--- src/rtl/instr_encoder_if.sv ---
// Request/response bundle between a field-level instruction source and
// the instruction encoder / memory-loader side.
interface instr_encoder_if;
  logic        in_valid;
  logic        in_ready;
  logic [1:0]  in_kind;
  logic [4:0]  in_rs;
  logic [4:0]  in_rt;
  logic [4:0]  in_rd;
  logic [5:0]  in_funct;
  logic [15:0] in_imm;
  logic        out_valid;
  logic        out_ready;
  logic [31:0] out_word;
  logic [31:0] out_addr;
  logic        err;
  logic [15:0] word_count;

  modport master (
    output in_valid, in_kind, in_rs, in_rt, in_rd,
    output in_funct, in_imm, out_ready,
    input  in_ready, out_valid, out_word, out_addr,
    input  err, word_count
  );

  modport slave (
    input  in_valid, in_kind, in_rs, in_rt, in_rd,
    input  in_funct, in_imm, out_ready,
    output in_ready, out_valid, out_word, out_addr,
    output err, word_count
  );
endinterface

--- src/rtl/instr_encoder.sv ---
// MIPS instruction encoder: field requests in, encoded words out through
// a small FIFO with a running word-aligned load address.
module instr_encoder #(
  parameter int          DEPTH     = 4,
  parameter logic [31:0] BASE_ADDR = 32'h0000_0000
) (
  input logic            clk,
  input logic            reset,
  instr_encoder_if.slave bus
);
  localparam int AW = $clog2(DEPTH);
  localparam int CW = AW + 1;
  localparam logic [CW-1:0] FULL = CW'(DEPTH);

  localparam logic [1:0] K_R   = 2'b00;
  localparam logic [1:0] K_LW  = 2'b01;
  localparam logic [1:0] K_SW  = 2'b10;
  localparam logic [1:0] K_BEQ = 2'b11;

  localparam logic [5:0] OP_R   = 6'b000000;
  localparam logic [5:0] OP_LW  = 6'b100011;
  localparam logic [5:0] OP_SW  = 6'b101011;
  localparam logic [5:0] OP_BEQ = 6'b000100;

  logic [31:0]   mem_q [DEPTH];
  logic [AW-1:0] wr_q, wr_d;
  logic [AW-1:0] rd_q, rd_d;
  logic [CW-1:0] cnt_q, cnt_d;
  logic [31:0]   addr_q, addr_d;
  logic [15:0]   wc_q, wc_d;
  logic          err_q, err_d;

  logic [31:0] word;
  logic        legal;
  logic        funct_ok;
  logic        acc;
  logic        push;
  logic        pop;
  logic        in_ready;
  logic        out_valid;

  assign in_ready  = (cnt_q != FULL);
  assign out_valid = (cnt_q != '0);

  always_comb begin
    funct_ok = bus.in_funct inside
      {6'b100000, 6'b100010, 6'b100100, 6'b100101, 6'b101010};
    word  = '0;
    legal = 1'b1;
    unique case (bus.in_kind)
      K_R: begin
        word  = {OP_R, bus.in_rs, bus.in_rt, bus.in_rd,
                 5'b00000, bus.in_funct};
        legal = funct_ok;
      end
      K_LW:  word = {OP_LW, bus.in_rs, bus.in_rt, bus.in_imm};
      K_SW:  word = {OP_SW, bus.in_rs, bus.in_rt, bus.in_imm};
      K_BEQ: word = {OP_BEQ, bus.in_rs, bus.in_rt, bus.in_imm};
    endcase
  end

  always_comb begin
    acc  = bus.in_valid && in_ready;
    push = acc && legal;
    pop  = out_valid && bus.out_ready;

    wr_d   = push ? wr_q + AW'(1) : wr_q;
    rd_d   = pop ? rd_q + AW'(1) : rd_q;
    cnt_d  = cnt_q;
    if (push && !pop)
      cnt_d = cnt_q + CW'(1);
    else if (!push && pop)
      cnt_d = cnt_q - CW'(1);

    addr_d = pop ? addr_q + 32'd4 : addr_q;
    wc_d   = wc_q;
    if (pop && wc_q != 16'hFFFF)
      wc_d = wc_q + 16'd1;
    err_d  = err_q | (acc && !legal);
  end

  always_ff @(posedge clk) begin
    if (reset) begin
      wr_q   <= '0;
      rd_q   <= '0;
      cnt_q  <= '0;
      addr_q <= BASE_ADDR;
      wc_q   <= '0;
      err_q  <= 1'b0;
    end else begin
      wr_q   <= wr_d;
      rd_q   <= rd_d;
      cnt_q  <= cnt_d;
      addr_q <= addr_d;
      wc_q   <= wc_d;
      err_q  <= err_d;
    end
  end

  // storage is not cleared; out_word is masked while empty instead
  always_ff @(posedge clk) begin
    if (!reset && push)
      mem_q[wr_q] <= word;
  end

  assign bus.in_ready   = in_ready;
  assign bus.out_valid  = out_valid;
  assign bus.out_word   = out_valid ? mem_q[rd_q] : 32'h0;
  assign bus.out_addr   = addr_q;
  assign bus.err        = err_q;
  assign bus.word_count = wc_q;
endmodule

--- src/flat_wrapper.sv ---
// flat-port wrapper written by rule: the top's interface ports become plain ports
module instr_encoder_flat 
#(
  parameter int          DEPTH     = 4,
  parameter logic [31:0] BASE_ADDR = 32'h0000_0000
)
  (clk, reset, bus_in_valid, bus_in_kind, bus_in_rs, bus_in_rt, bus_in_rd, bus_in_funct, bus_in_imm, bus_out_ready, bus_in_ready, bus_out_valid, bus_out_word, bus_out_addr, bus_err, bus_word_count);
  instr_encoder_if bus_i ();
  input logic clk;
  input logic reset;
  input wire logic [$bits(bus_i.in_valid)-1:0] bus_in_valid;
  input wire logic [$bits(bus_i.in_kind)-1:0] bus_in_kind;
  input wire logic [$bits(bus_i.in_rs)-1:0] bus_in_rs;
  input wire logic [$bits(bus_i.in_rt)-1:0] bus_in_rt;
  input wire logic [$bits(bus_i.in_rd)-1:0] bus_in_rd;
  input wire logic [$bits(bus_i.in_funct)-1:0] bus_in_funct;
  input wire logic [$bits(bus_i.in_imm)-1:0] bus_in_imm;
  input wire logic [$bits(bus_i.out_ready)-1:0] bus_out_ready;
  output wire logic [$bits(bus_i.in_ready)-1:0] bus_in_ready;
  output wire logic [$bits(bus_i.out_valid)-1:0] bus_out_valid;
  output wire logic [$bits(bus_i.out_word)-1:0] bus_out_word;
  output wire logic [$bits(bus_i.out_addr)-1:0] bus_out_addr;
  output wire logic [$bits(bus_i.err)-1:0] bus_err;
  output wire logic [$bits(bus_i.word_count)-1:0] bus_word_count;
  assign bus_i.in_valid = bus_in_valid;
  assign bus_i.in_kind = bus_in_kind;
  assign bus_i.in_rs = bus_in_rs;
  assign bus_i.in_rt = bus_in_rt;
  assign bus_i.in_rd = bus_in_rd;
  assign bus_i.in_funct = bus_in_funct;
  assign bus_i.in_imm = bus_in_imm;
  assign bus_i.out_ready = bus_out_ready;
  assign bus_in_ready = bus_i.in_ready;
  assign bus_out_valid = bus_i.out_valid;
  assign bus_out_word = bus_i.out_word;
  assign bus_out_addr = bus_i.out_addr;
  assign bus_err = bus_i.err;
  assign bus_word_count = bus_i.word_count;
  instr_encoder #(.DEPTH(DEPTH), .BASE_ADDR(BASE_ADDR)) u_core (.clk(clk), .reset(reset), .bus(bus_i));
endmodule
--- config.mk ---
export PLATFORM = sky130hd
export DESIGN_NAME = instr_encoder_flat
export DESIGN_NICKNAME = d
export VERILOG_FILES = /design/src/rtl/instr_encoder_if.sv /design/src/rtl/instr_encoder.sv /design/src/flat_wrapper.sv
export SDC_FILE = /design/constraint.sdc
export NUM_CORES = 1
export LEC_CHECK = 0
export BUFFER_PORTS_ARGS = -buffer_cell sky130_fd_sc_hd__buf_2
export CAP_MARGIN = 20
export CORE_ASPECT_RATIO = 1.1
export CORE_MARGIN = 2
export CORE_UTILIZATION = 56
export DETAILED_ROUTE_END_ITERATION = 10
export PLACE_DENSITY = 0.8
export SYNTH_ARGS = -nofsm -noshare
export SYNTH_HDL_FRONTEND = slang
export SYNTH_SLANG_ARGS = --single-unit
--- constraint.sdc ---
create_clock -name clk -period 2.7 [get_ports clk]
set_input_delay 0.405 -clock clk [delete_from_list [all_inputs] [get_ports clk]]
set_output_delay 0.405 -clock clk [all_outputs]
set_load 0.1 [all_outputs]
==> flow_summary.toml <==
[status]
status = "finished clean"

[global_routing]
grt_pass1_wl_um = 24740
grtUsageTotal_pct = 22.35
antenna_found_initial = 0
gr-total-overflow = 0
grt_pass1_vias = 4996
grt_max_degree = 64

[floorplanning]
rows = 44
die_x_um = 114.1
die_area_sq_mm = 0.01428
die_h_um = 125.1
top_level_ports = 126
initial_core_util_pct = 57.02
fp.coreArea_sq_mm = 0.01310

[layout]
utilization_pct = 71.25
num_antenna_cells = 0
drive_gt1_share_pct = 32.16
layout_common_cells = "edfxtp_1 (116), buf_2 (91), dfxtp_1 (55)"
finalNetCount = 725
final_common_cell = "edfxtp_1"
area_growth_pct = 24.95

[timing]
setup_violations = 0
fmax_mhz = 393.3
fin_skew_ns = 0.009712
slew_viol_final = 0
min_period_over_period_pct = 94.17
worst_pin_slew_ns = 0.6300
fin_crit_ns = 2.543
rsz0062_at_grt = "no"
fin_tns_setup_ns = 0
hold_viol = 0
slew_headroom_pct = 58.00

[placed_design]
hpwlAfterDp_um = 10210
io_buffers = 122
gp_congestion = 0.7434

[drt]
ant_nets = 0
drt_iter0_markers = 277
wl_per_cell_um = 18.27
drt_first_pass_iters = 5
vias_per_cell = 5.966
drc_errors = 0
wirelength_um = 15380
vias = 5023

[pwr]
leakagePower_uw = 0.003394
ir_worst_vdd_mv = 0.7091
p_per_area_mw_per_mm2 = 1084

[cts]
cts.clk_slew.worst_paths_ns = 0.06
clockBufferDepth = 2
h-tree-depth = 4
cts_tree = "built"
cts_hold_buf = 0
ctsResizeCount = 0
clk_latency_ns = 0.42
cts_buffers = 17
clkSinkCount = 172
cts_root_buf = "clkbuf_16"
cts_setup_buffers = 0

[yosys]
yosysWarningCount = 0
syn_area_sq_mm = 0.007471
synth_top_area_share_pct = 46.63
ys_seq_area_share_pct = 61.63
ys_ff_latch = 172
yosys-top-cells-area = "edfxtp_1 (47%), dfxtp_1 (15%), mux4_2 (8.7%), nor2b_1 (3.0%), ha_1 (2.2%)"
synth_flop_cell = "edfxtp_1"
async_flop_share_pct = 0
synth_area_leader_cell = "edfxtp_1"
avgSynthCellArea_sq_um = 13.81
ys_types = 46
syn_inst = 541
synth_edf_count = 116

[worst_setup_path]
critical_path.max_fanout = 11
setup.worst_path.start_class = "flop"
required_ns = 2.30
critical_path_class = "flop to output port"
end_kind = "output port"
arrival_ns = 2.14

[run]
cap_violations = 0

[worst_hold_path]
hold_path_class = "input pin to flop"
-- cells in the mapped netlist, types with 2 or more instances --
| cell | n |
|---|---|
| or4_1 | 19 |
| and2_1 | 11 |
| nand4_1 | 13 |
| a21oi_1 | 29 |
| xor2_1 | 9 |
| o21ai_0 | 10 |
| and4_1 | 7 |
| mux2i_1 | 2 |
| nand2_1 | 20 |
| or3_1 | 7 |
| nor2_1 | 28 |
| nor4_1 | 6 |
| nand3_1 | 12 |
| and3_1 | 8 |
| nand4_2 | 2 |
| o31a_1 | 2 |
| mux4_2 | 29 |
| clkbuf_1 | 15 |
| o31ai_1 | 18 |
| buf_4 | 7 |
| xnor2_1 | 5 |
| inv_1 | 14 |
| ha_1 | 13 |
| dfxtp_1 | 56 |
| buf_6 | 3 |
| nor2b_1 | 36 |
| o41ai_1 | 2 |
| or3b_2 | 2 |
| buf_2 | 5 |
| nor3_1 | 4 |
| a22o_1 | 10 |
| edfxtp_1 | 116 |
| mux2_2 | 8 |
-- layout make-up --
| type | instances | area, sq um |
|---|---|---|
| flip-flops and latches | 172 | 4606 |
| clock buffers | 18 | 429.2 |
| fillers | 904 | 3767 |
| well taps | 161 | 201.4 |
| multi-input cells | 327 | 2689 |
| inverters | 14 | 52.55 |
| clock inverters | 14 | 101.3 |
| repair buffers | 136 | 1256 |
-- per-stage QoR --
step	setup slack [ns]	instances	cell area (sq um)	hold WS (ns)	total power (uW)
2_1_floorplan	0.06110	543	7508	0.4803	6388
3_3_place_gp	0.2854	810	8805	0.4555	7931
3_5_place_dp	0.2193	810	8805	0.4586	8004
4_1_cts	0.1030	842	9335	0.1891	10190
5_1_grt	0.02525	842	9335	0.1920	10450
6_report	0.1573	842	9335	0.2015	10120
-- report_power, final --
| group | leakage (uW) | total (uW) | internal (uW) | switching, uW |
|---|---|---|---|---|
| combinational | 0.00163 | 4860 | 1650 | 3210 |
| sequential | 0.00151 | 3070 | 2950 | 115 |
| clock | 0.000250 | 2200 | 1250 | 949 |
-- critical path: stages (launching register included) --
cell,delay (ns)
dfxtp_2,0.60
buf_12,0.22
mux4_2,0.52
nor2b_1,0.18
buf_12,0.20
-- worst paths after layout --
check / startpoint / endpoint / slack [ns] / depth (start not counted)
setup / recovery: flop / bus_out_word[2] / 0.16 / 4
hold reg to reg: u_core.bus.err / u_core.bus.err / 0.48 / 2
hold / removal: bus_in_rt[4] / u_core.mem_q[3][20] / 0.20 / 1
setup reg to reg: u_core.cnt_q[0] / u_core.cnt_q[2] / 0.44 / 9
-- per-layer routing --
metal / vias up / GRT usage, % / part of all wire, % / routed length (um)
li1: 2337 / - / - / -
met2: 176 / 38.48 / 52 / 8001
met1: 2500 / 27.69 / 40 / 6093
met3: 10 / 6.253 / 7.5 / 1150
met5: - / 0 / 0 / 0
met4: 0 / 6.241 / 0.88 / 136
-- logic make-up (layout without fill, tap and decap cells) --
family          Yosys count  after routing  synth area share, %
simple gates            182            182                14.59
flops                   172            172                61.63
compound gates           75             75                6.482
buf+inv                  44            182                2.947
mux                      39             39                10.22
fa+ha+maj                14             14                2.445
xor+xnor                 14             14                1.641
other cells               1              3              0.05019
-- registers in the layout (all words and copies together) (netlist names), named ones only --
| register | cells |
|---|---|
| u_core.wr_q | 2 |
| u_core.bus.out_addr | 30 |
| u_core.bus.err | 1 |
| u_core.bus.word_count | 16 |
| u_core.cnt_q | 3 |
| u_core.mem_q | 116 |
| u_core.rd_q | 2 |
(Power assumes the default switching activity.)
